### src/rtl/spi_target_if_if.sv
// ----------------------------------------------------------------------------
// spi_target_if_if
// Bundles the SPI pin signals and the user-side byte handshake of the SPI
// target block.
//   slave  modport : seen by spi_target_if (pins in, miso out, user bytes out)
//   master modport : seen by whatever drives the pins and consumes the bytes
// Signals:
//   cs_n, sclk, mosi          SPI pins from the external master
//   miso, miso_oe             SPI data out and its pad enable
//   data_tx, tx_ack           next transmit byte and its latch pulse
//   data_rx, rx_valid         last received byte and its update pulse
//   frame_active, frame_end   frame status
//   byte_cnt                  bytes received in the current frame
// ----------------------------------------------------------------------------
interface spi_target_if_if;
    logic       cs_n;
    logic       sclk;
    logic       mosi;
    logic       miso;
    logic       miso_oe;
    logic [7:0] data_tx;
    logic       tx_ack;
    logic [7:0] data_rx;
    logic       rx_valid;
    logic       frame_active;
    logic       frame_end;
    logic [7:0] byte_cnt;

    modport slave (
        input  cs_n, sclk, mosi, data_tx,
        output miso, miso_oe, tx_ack, data_rx, rx_valid,
               frame_active, frame_end, byte_cnt
    );

    modport master (
        output cs_n, sclk, mosi, data_tx,
        input  miso, miso_oe, tx_ack, data_rx, rx_valid,
               frame_active, frame_end, byte_cnt
    );
endinterface

### src/rtl/spi_target_if.sv
// ----------------------------------------------------------------------------
// spi_target_if
// SPI target that oversamples cs_n/sclk/mosi with sys_clk, assembles 8-bit
// receive words (MSB first) and shifts a transmit word out on miso in full
// duplex. A frame is one cs_n low period carrying any number of bytes.
// Parameters:
//   CPOL  sclk idle level
//   CPHA  0: sample on leading edge, drive on trailing edge
//         1: drive on leading edge, sample on trailing edge
// Ports:
//   sys_clk    system clock
//   sys_rst_n  asynchronous active-low reset
//   bus        spi_target_if_if.slave (pins + user byte handshake)
// ----------------------------------------------------------------------------
module spi_target_if #(
    parameter logic CPOL = 1'b1,
    parameter logic CPHA = 1'b1
) (
    input  logic                  sys_clk,
    input  logic                  sys_rst_n,
    spi_target_if_if.slave        bus
);

    typedef enum logic [1:0] {
        S_IDLE  = 2'd0,
        S_SHIFT = 2'd1,
        S_END   = 2'd2
    } state_t;

    // ------------------------------------------------------------------
    // Input synchronizers: [0],[1] are the 2-FF synchronizer, [2] is the
    // extra stage used for edge detection.
    // cs_n and sclk reset to their inactive levels so that leaving reset
    // never fabricates a frame start or an sclk edge.
    // ------------------------------------------------------------------
    logic [2:0] r_cs_sync;
    logic [2:0] r_sclk_sync;
    logic [2:0] r_mosi_sync;

    always_ff @(posedge sys_clk or negedge sys_rst_n) begin
        if (!sys_rst_n) begin
            r_cs_sync   <= 3'b111;
            r_sclk_sync <= {3{CPOL}};
            r_mosi_sync <= 3'b000;
        end else begin
            r_cs_sync   <= {r_cs_sync[1:0],   bus.cs_n};
            r_sclk_sync <= {r_sclk_sync[1:0], bus.sclk};
            r_mosi_sync <= {r_mosi_sync[1:0], bus.mosi};
        end
    end

    logic w_lead;
    logic w_trail;
    logic w_cs_fall;
    logic w_cs_rise;

    assign w_lead    = (r_sclk_sync[1] != CPOL) && (r_sclk_sync[2] == CPOL);
    assign w_trail   = (r_sclk_sync[1] == CPOL) && (r_sclk_sync[2] != CPOL);
    assign w_cs_fall = !r_cs_sync[1] &&  r_cs_sync[2];
    assign w_cs_rise =  r_cs_sync[1] && !r_cs_sync[2];

    // Registered edge strobes: three cycles after the pin edge.
    logic r_lead;
    logic r_trail;
    logic r_cs_fall;
    logic r_cs_rise;
    logic r_frame_active;

    always_ff @(posedge sys_clk or negedge sys_rst_n) begin
        if (!sys_rst_n) begin
            r_lead         <= 1'b0;
            r_trail        <= 1'b0;
            r_cs_fall      <= 1'b0;
            r_cs_rise      <= 1'b0;
            r_frame_active <= 1'b0;
        end else begin
            r_lead         <= w_lead;
            r_trail        <= w_trail;
            r_cs_fall      <= w_cs_fall;
            r_cs_rise      <= w_cs_rise;
            r_frame_active <= !r_cs_sync[1];
        end
    end

    // r_mosi_sync[2] lines up with the strobe: it holds the mosi value that
    // was synchronized together with the sclk edge being acted on.
    logic w_mosi_s;
    logic w_sample;
    logic w_drive;

    assign w_mosi_s = r_mosi_sync[2];
    assign w_sample = CPHA ? r_trail : r_lead;
    assign w_drive  = CPHA ? r_lead  : r_trail;

    // ------------------------------------------------------------------
    // Frame state machine
    // ------------------------------------------------------------------
    state_t r_state;
    state_t w_state_nxt;
    logic   w_start;
    logic   w_proc;
    logic   w_go_end;

    always_ff @(posedge sys_clk or negedge sys_rst_n) begin
        if (!sys_rst_n) r_state <= S_IDLE;
        else            r_state <= w_state_nxt;
    end

    always_comb begin
        w_state_nxt = r_state;
        w_start     = 1'b0;
        w_proc      = 1'b0;
        w_go_end    = 1'b0;
        case (r_state)
            S_IDLE: begin
                if (r_cs_fall) begin
                    w_start     = 1'b1;
                    w_state_nxt = S_SHIFT;
                end
            end
            S_SHIFT: begin
                // Edges are still processed in the cycle cs rises, so a
                // byte completed by that last sample is not lost.
                w_proc = 1'b1;
                if (r_cs_rise) begin
                    w_go_end    = 1'b1;
                    w_state_nxt = S_END;
                end
            end
            S_END:   w_state_nxt = S_IDLE;
            default: w_state_nxt = S_IDLE;
        endcase
    end

    // ------------------------------------------------------------------
    // Datapath
    // ------------------------------------------------------------------
    logic [7:0] r_tx_sh;
    logic [7:0] r_rx_sh;
    logic [2:0] r_bit_cnt;
    logic       r_byte_done;
    logic [7:0] r_data_rx;
    logic       r_rx_valid;
    logic       r_tx_ack;
    logic [7:0] r_byte_cnt;
    logic       r_frame_end;
    logic       r_miso;
    logic       r_miso_oe;

    always_ff @(posedge sys_clk or negedge sys_rst_n) begin
        if (!sys_rst_n) begin
            r_tx_sh     <= 8'h00;
            r_rx_sh     <= 8'h00;
            r_bit_cnt   <= 3'd0;
            r_byte_done <= 1'b0;
            r_data_rx   <= 8'h00;
            r_rx_valid  <= 1'b0;
            r_tx_ack    <= 1'b0;
            r_byte_cnt  <= 8'h00;
            r_frame_end <= 1'b0;
            r_miso      <= 1'b0;
            r_miso_oe   <= 1'b0;
        end else begin
            r_rx_valid  <= 1'b0;
            r_tx_ack    <= 1'b0;
            r_frame_end <= 1'b0;

            if (w_start) begin
                r_tx_sh     <= bus.data_tx;
                r_tx_ack    <= 1'b1;
                r_bit_cnt   <= 3'd0;
                r_byte_cnt  <= 8'h00;
                r_byte_done <= 1'b0;
                r_rx_sh     <= 8'h00;
                r_miso_oe   <= 1'b1;
                // CPHA=0 has no drive edge before the first sample, so the
                // first bit goes out straight from the frame start.
                r_miso      <= CPHA ? 1'b0 : bus.data_tx[7];
            end

            if (w_proc) begin
                if (w_sample) begin
                    r_rx_sh   <= {r_rx_sh[6:0], w_mosi_s};
                    r_bit_cnt <= r_bit_cnt + 3'd1;   // wraps to 0 after bit 8
                    if (r_bit_cnt == 3'd7) begin
                        r_data_rx  <= {r_rx_sh[6:0], w_mosi_s};
                        r_rx_valid <= 1'b1;
                        r_byte_cnt <= r_byte_cnt + 8'd1;
                        if (CPHA) begin
                            // Next byte is needed at the very next lead edge.
                            r_tx_sh  <= bus.data_tx;
                            r_tx_ack <= 1'b1;
                        end else begin
                            r_byte_done <= 1'b1;
                        end
                    end
                end

                if (w_drive) begin
                    if (!CPHA) begin
                        if (r_byte_done) begin
                            r_tx_sh     <= bus.data_tx;
                            r_miso      <= bus.data_tx[7];
                            r_tx_ack    <= 1'b1;
                            r_byte_done <= 1'b0;
                        end else begin
                            r_tx_sh <= {r_tx_sh[6:0], 1'b0};
                            r_miso  <= r_tx_sh[6];
                        end
                    end else begin
                        if (r_bit_cnt == 3'd0) begin
                            r_miso <= r_tx_sh[7];
                        end else begin
                            r_tx_sh <= {r_tx_sh[6:0], 1'b0};
                            r_miso  <= r_tx_sh[6];
                        end
                    end
                end

                if (w_go_end) begin
                    r_frame_end <= 1'b1;
                    r_miso_oe   <= 1'b0;
                    r_miso      <= 1'b0;
                end
            end
        end
    end

    assign bus.miso         = r_miso & r_miso_oe;
    assign bus.miso_oe      = r_miso_oe;
    assign bus.tx_ack       = r_tx_ack;
    assign bus.data_rx      = r_data_rx;
    assign bus.rx_valid     = r_rx_valid;
    assign bus.frame_active = r_frame_active;
    assign bus.frame_end    = r_frame_end;
    assign bus.byte_cnt     = r_byte_cnt;

endmodule

### src/flat_wrapper.sv
// flat-port wrapper written by rule: the top's interface ports become plain ports
module spi_target_if_flat 
#(
    parameter logic CPOL = 1'b1,
    parameter logic CPHA = 1'b1
)
  (sys_clk, sys_rst_n, bus_cs_n, bus_sclk, bus_mosi, bus_data_tx, bus_miso, bus_miso_oe, bus_tx_ack, bus_data_rx, bus_rx_valid, bus_frame_active, bus_frame_end, bus_byte_cnt);
  spi_target_if_if bus_i ();
  input  logic sys_clk;
  input  logic sys_rst_n;
  input wire logic [$bits(bus_i.cs_n)-1:0] bus_cs_n;
  input wire logic [$bits(bus_i.sclk)-1:0] bus_sclk;
  input wire logic [$bits(bus_i.mosi)-1:0] bus_mosi;
  input wire logic [$bits(bus_i.data_tx)-1:0] bus_data_tx;
  output wire logic [$bits(bus_i.miso)-1:0] bus_miso;
  output wire logic [$bits(bus_i.miso_oe)-1:0] bus_miso_oe;
  output wire logic [$bits(bus_i.tx_ack)-1:0] bus_tx_ack;
  output wire logic [$bits(bus_i.data_rx)-1:0] bus_data_rx;
  output wire logic [$bits(bus_i.rx_valid)-1:0] bus_rx_valid;
  output wire logic [$bits(bus_i.frame_active)-1:0] bus_frame_active;
  output wire logic [$bits(bus_i.frame_end)-1:0] bus_frame_end;
  output wire logic [$bits(bus_i.byte_cnt)-1:0] bus_byte_cnt;
  assign bus_i.cs_n = bus_cs_n;
  assign bus_i.sclk = bus_sclk;
  assign bus_i.mosi = bus_mosi;
  assign bus_i.data_tx = bus_data_tx;
  assign bus_miso = bus_i.miso;
  assign bus_miso_oe = bus_i.miso_oe;
  assign bus_tx_ack = bus_i.tx_ack;
  assign bus_data_rx = bus_i.data_rx;
  assign bus_rx_valid = bus_i.rx_valid;
  assign bus_frame_active = bus_i.frame_active;
  assign bus_frame_end = bus_i.frame_end;
  assign bus_byte_cnt = bus_i.byte_cnt;
  spi_target_if #(.CPOL(CPOL), .CPHA(CPHA)) u_core (.sys_clk(sys_clk), .sys_rst_n(sys_rst_n), .bus(bus_i));
endmodule
### config.mk
export PLATFORM = sky130hd
export DESIGN_NAME = spi_target_if_flat
export DESIGN_NICKNAME = d
export VERILOG_FILES = /design/src/rtl/spi_target_if_if.sv /design/src/rtl/spi_target_if.sv /design/src/flat_wrapper.sv
export SDC_FILE = /design/constraint.sdc
export NUM_CORES = 1
export LEC_CHECK = 0
export BUFFER_PORTS_ARGS = -buffer_cell sky130_fd_sc_hd__buf_2
export CORE_MARGIN = 2
export CORE_UTILIZATION = 40
export DETAILED_ROUTE_END_ITERATION = 7
export MAX_ROUTING_LAYER = met4
export SYNTH_ARGS = -nofsm -noshare
export SYNTH_HDL_FRONTEND = slang
export SYNTH_SLANG_ARGS = --single-unit
### constraint.sdc
create_clock -name sys_clk -period 2.95 [get_ports sys_clk]
set_input_delay 0.295 -clock sys_clk [delete_from_list [all_inputs] [get_ports sys_clk]]
set_output_delay 0.295 -clock sys_clk [all_outputs]
set_load 0.1 [all_outputs]
Word-level counts from Yosys, hierarchy flattened
Cells that the tools add are included.

Register bits after elaboration: 56. Bits in latches: 0. Memory bits (writable): 0. ROM bits: 0. Bits of input ports: 13. Output and inout bits: 22. Logic and storage cells: 79. Memories kept: 0.

$add $sub $neg: 2. $mul: 0. Div/mod/pow operators: 0. Magnitude comparators: 0. Equal/unequal tests: 4. Shift-type cells: 0. Mux-type cells: 41. Bitwise gates (word level): 3. Reduce and logical (&&, ||, !) cells: 10.

Operators by type and width (count): 8-bit 2-to-1 mux (13); 1-bit 2-to-1 mux (22); 3-bit 2-to-1 mux (3); 8-bit by 1-bit adder with 8-bit output (second input constant) (1); 1-bit logical AND (4); 2-bit 2-to-1 mux (2); 2-bit by 1-bit inequality test with 1-bit output (second input constant) (2); 2-bit one-hot mux with 2 select lines (1); 3-bit by 1-bit adder with 3-bit output (second input constant) (1); 3-bit == test (second input constant) (1); 3-bit logical NOT (1); 3-bit AND reduction (1); 2-bit by 1-bit == test with 1-bit output (second input constant) (1); 1-bit logical NOT (2); 2-bit logical NOT (1); 1-bit NOT (2); 2-bit AND reduction (1); 1-bit bitwise AND (1).

Depth between registers and ports, before layout
Depth after elaboration: 8. Depth in mapped cells: 7.

Least setup slack after synthesis
No wires, ideal clock.

Path kind: register to output. Start: register u_core.r_miso_oe, in the netlist u_core.bus.miso_oe. End: output port bus_miso. Arrival: 1.782 ns. Slack: 0.873 ns. Cell stages (with the launch flop): 2. Path buffers: 0. Cell sequence: dfrtp_1 -> and2_1.

Cells in the longest elaborated chain, start to end: 1.

RTL lines: from (decl) (line spi_target_if.sv:148) `logic r_miso_oe;`; from (signal assigned) (line spi_target_if.sv:162) `r_miso_oe <= 1'b0;`; from (signal assigned) (line spi_target_if.sv:175) `r_miso_oe <= 1'b1;`; from (signal assigned) (line spi_target_if.sv:222) `r_miso_oe <= 1'b0;`; 1-bit bitwise AND (line spi_target_if.sv:229) `assign bus.miso = r_miso & r_miso_oe;`; to (decl) (line flat_wrapper.sv:15) `output wire logic [$bits(bus_i.miso)-1:0] bus_miso;`.

Every way passes these cells.

Worst setup path after layout
Start: register u_core.r_state[1]. End: register u_core.r_byte_cnt[4], in the netlist u_core.bus.byte_cnt[4].

Cells in the longest elaborated chain, start to end: 6.

RTL lines: from (decl) (line spi_target_if.sv:98) `state_t r_state;`; from (signal assigned) (line spi_target_if.sv:106) `else r_state <= w_state_nxt;`; 2-bit logical NOT (line spi_target_if.sv:114) `case (r_state)`; 1-bit 2-to-1 mux (line spi_target_if.sv:114); 8-bit 2-to-1 mux (line spi_target_if.sv:168) `if (w_start) begin`; 8-bit 2-to-1 mux (line spi_target_if.sv:185) `if (r_bit_cnt == 3'd7) begin`; 8-bit 2-to-1 mux (line spi_target_if.sv:182) `if (w_sample) begin`; 8-bit 2-to-1 mux * (line spi_target_if.sv:181) `if (w_proc) begin`; to (signal assigned) (line spi_target_if.sv:188) `r_byte_cnt <= r_byte_cnt + 8'd1;`; to (decl) (line spi_target_if.sv:145) `logic [7:0] r_byte_cnt;`.

Mark *: on every way between the ends. The rest lies on a longest branch, timed or not. A chain may end at the register's enable or synchronous reset.

==> flow_summary.toml <==
[status]
status = "completed"

[sta]
maxSlewViolCount = 0
number_of_hold_violations_in_the_final_report = 0
finalSetupTns_ns = 0
unrepaired_setup_endpoints_after_global_routing = "false"
worstMarginPinSlew_ns = 0.718
skew_ns = 0.0107
timing.final.crit_period_ns = 1.86
setup_ws_final_ns = 1.09
post_route_fraction_of_the_period_consumed_by_the_critical_path_pct = 63.2
setup_viol_count_final = 0
fin_hold_ws_ns = 0.0324
max_freq_ghz = 0.537
worst_case_headroom_to_the_max_slew_limit_pct = 52.1

[worst_setup_path]
path_max_fanout = 15
path_cells = "and3b_1 -> nand2_8 -> inv_4 -> nand4_1 -> nand3_1 -> o21ai_1"
critical-path-max-stage-delay_ns = 0.65
timing.setup.critical_path_class = "reg2reg"
end_kind = "register"
number_of_buffer_and_inverter_instances_along_the_worst_setup_path = 1
critical_path.top_delay_family = "simple AND/OR/NAND/NOR gates"
worstPathArrival_ns = 2.06
startpoint_type = "register"
required_time_worst_endpoint_ns = 3.14
cpMaxStageDelayCell = "sky130_fd_sc_hd__and3b_1"

[placed_design]
port-buffer-count = 34
place.detailed.hpwl_mm = 2.91
place_worst_setup_slack_ns = 1.07
place.gp.congestion = 0.758
placed_cells = 296

[drt]
routed-wl-met2_mm = 2.08
antenna_violating_nets_post_route = 0
highest-signal-layer = "met4"
detail_route.wirelength_mm = 4.18
post_drt_wl_per_cell_um = 13.7
wl_met3_um = 145
via_per_inst = 5.08
drcViolationCount = 0
dr.first_iter.drc_count = 49
drtPass1Iterations = 4
detailroute.via_count = 1545
detail_route.wirelength.met1_mm = 1.88

[synthesis]
yosys.cell_types.count = 33
synth-async-reset-ratio_pct = 100
synth_enable_flop_cells = 0
postSynthCellCount = 192
synth-seq-cells = 55
syn_nets = 209
synthesized_cell_area_um2 = 2210
synth.avg_cell_area_um2 = 11.5
ys_seq_area_share_pct = 62.7
yosys_most_used_dff = "sky130_fd_sc_hd__dfrtp_1"
yosysWarningCount = 0

[global_routing]
grt.total_usage_pct = 15.2
grt_pass1_vias = 1508
grt_pass1_wl_mm = 6.98
grt_residual_overflow = 0
largest_net_degree_at_the_start_of_global_routing = 34
antenna_found_initial = 0

[clocking]
cts.repair.resized = 0
cts_made_buffers = 5
hold_bufs_at_cts = 0
clock_path_buffers = 2
cts.sinks = 55
clock_tree.htree_level_count = 2
tritoncts = "built"
clk_pin_slew_ns = 0.10
clock_latency_ns = 0.30
post_cts_setup_buffers = 0
clk_root_buffer_cell = "sky130_fd_sc_hd__clkbuf_8"

[final_layout]
area_growth_syn_to_layout_pct = 15.9
num_antenna_cells = 0
drive_gt1_share_pct = 24.1
postLayoutCoreUtil_pct = 47.3
post_layout_nonfiller_instances = 304
finalNetCount = 248

[power]
power.density_cell_area_nw_per_um2 = 702
peakVddDrop_uv = 248
p_leak_uw = 0.00129

[die]
die_h_um = 78.3
fp.dieArea_um2 = 6130
initial_core_util_pct = 40.8
die_x_um = 78.3
core_region_area_um2 = 5410
rows = 27
floorplan.io_pins = 35

[min_path]
hold_crit_path_type = "in2async"

[job]
maxCapViolCount = 0
==> synth_stat cells, types with 5 or more instances <==
| cell type | count | share of area (%) |
|---|---|---|
| sky130_fd_sc_hd__nand3_1 | 6 | 1.4 |
| sky130_fd_sc_hd__a32oi_1 | 7 | 2.8 |
| sky130_fd_sc_hd__o21ai_1 | 9 | 2.0 |
| sky130_fd_sc_hd__o22ai_1 | 7 | 2.0 |
| sky130_fd_sc_hd__dfrtp_1 | 49 | 56 |
| sky130_fd_sc_hd__nand2_1 | 45 | 7.7 |
| sky130_fd_sc_hd__dfstp_2 | 6 | 7.1 |
| sky130_fd_sc_hd__nor2_1 | 6 | 1.0 |
| sky130_fd_sc_hd__a22o_1 | 10 | 4.0 |
| sky130_fd_sc_hd__nor2b_1 | 5 | 1.4 |
==> layer usage <==
layer / vias up / track usage (%)
met1: 769 / 20.0
met2: 26 / 22.7
met5: - / -
li1: 744 / -
met3: 6 / 4.02
met4: 0 / 5.61
==> kinds of logic (layout without fill, tap and decap cells) <==
group	after synthesis	after routing	share of synthesized area (%)
xor gates and xnor gates	1	1	0.397
and+or+nand+nor	77	77	17.5
DFF	55	55	62.7
AOI/OAI and AO/OA	41	41	13.1
muxes	2	2	0.907
adders and majority gates	4	4	2.27
buffers and inverters	12	52	3.17
==> sequential cells by signal (all words and copies together), names as in the netlist, 2 cells and up <==
signal	flops
u_core.r_mosi_sync	3
u_core.bus.data_rx	8
u_core.r_state	2
u_core.r_cs_sync	3
u_core.r_rx_sh	7
u_core.bus.byte_cnt	8
u_core.r_tx_sh	8
u_core.r_sclk_sync	3
u_core.r_bit_cnt	3
==> final cells by class <==
| class | instances | area [um^2] |
|---|---|---|
| Clock buffer | 7 | 76.3 |
| Clock inverter | 1 | 30.0 |
| Fill cell | 516 | 2850 |
| Inverter | 6 | 25.0 |
| Multi-Input combinational cell | 125 | 753 |
| Sequential cell | 55 | 1380 |
| Tap cell | 72 | 90.1 |
| Timing Repair Buffer | 38 | 200 |
==> final timing paths <==
kind	startpoint	endpoint	slack, ns	depth (start not counted)
setup / recovery	u_core.r_state[1]	u_core.bus.byte_cnt[4]	1.09	6
hold / removal	sys_rst_n	u_core.bus.data_rx[3]	0.03	1
setup reg to reg	u_core.r_state[1]	u_core.bus.byte_cnt[4]	1.09	6
hold reg to reg	u_core.r_mosi_sync[1]	u_core.r_mosi_sync[2]	0.34	0
max in group asynchronous	sys_rst_n	u_core.r_sclk_sync[2]	2.19	2
min in group sys_clk	bus_cs_n	u_core.r_cs_sync[0]	0.09	1
==> cell usage in the layout (no fill, tap or decap), drive strengths merged <==
| cell type | n |
|---|---|
| mux2i | 2 |
| inv | 6 |
| a41oi | 2 |
| nand2b | 2 |
| a32oi | 7 |
| nor2 | 8 |
| nand3 | 6 |
| and3 | 1 |
| o41ai | 1 |
| ha | 4 |
| dfrtp | 49 |
| and2 | 4 |
| nor2b | 5 |
| clkbuf | 7 |
| buf | 38 |
| o21ai | 11 |
| and4 | 1 |
| a22o | 10 |
| a21oi | 3 |
| xor2 | 1 |
| dfstp | 6 |
| bufinv | 1 |
| nand2 | 46 |
| nand4 | 2 |
| nor3b | 1 |
| o22ai | 7 |
| and3b | 1 |
==> where the power goes <==
part | total [uW] | internal (uW) | switching [uW]
clock | 488 | 254 | 234
combinational | 377 | 129 | 248
sequential | 931 | 859 | 72.1
==> per-stage QoR <==
| step | total power (uW) | cell area [um^2] |
|---|---|---|
| 2_1_floorplan | 1220 | 2210 |
| 3_3_place_gp | 1310 | 2450 |
| 3_5_place_dp | 1330 | 2450 |
| 4_1_cts | 1820 | 2560 |
| 5_1_grt | 1900 | 2560 |
| 6_report | 1800 | 2560 |
==> worst register-to-register path, cell delays in order (launching register included) <==
cell	delay [ns]
sky130_fd_sc_hd__dfrtp_1	0.43
sky130_fd_sc_hd__and3b_1	0.65
sky130_fd_sc_hd__nand2_8	0.16
sky130_fd_sc_hd__inv_4	0.20
sky130_fd_sc_hd__nand4_1	0.15
sky130_fd_sc_hd__nand3_1	0.10
sky130_fd_sc_hd__o21ai_1	0.07
Power figures use the tool's default switching activity.
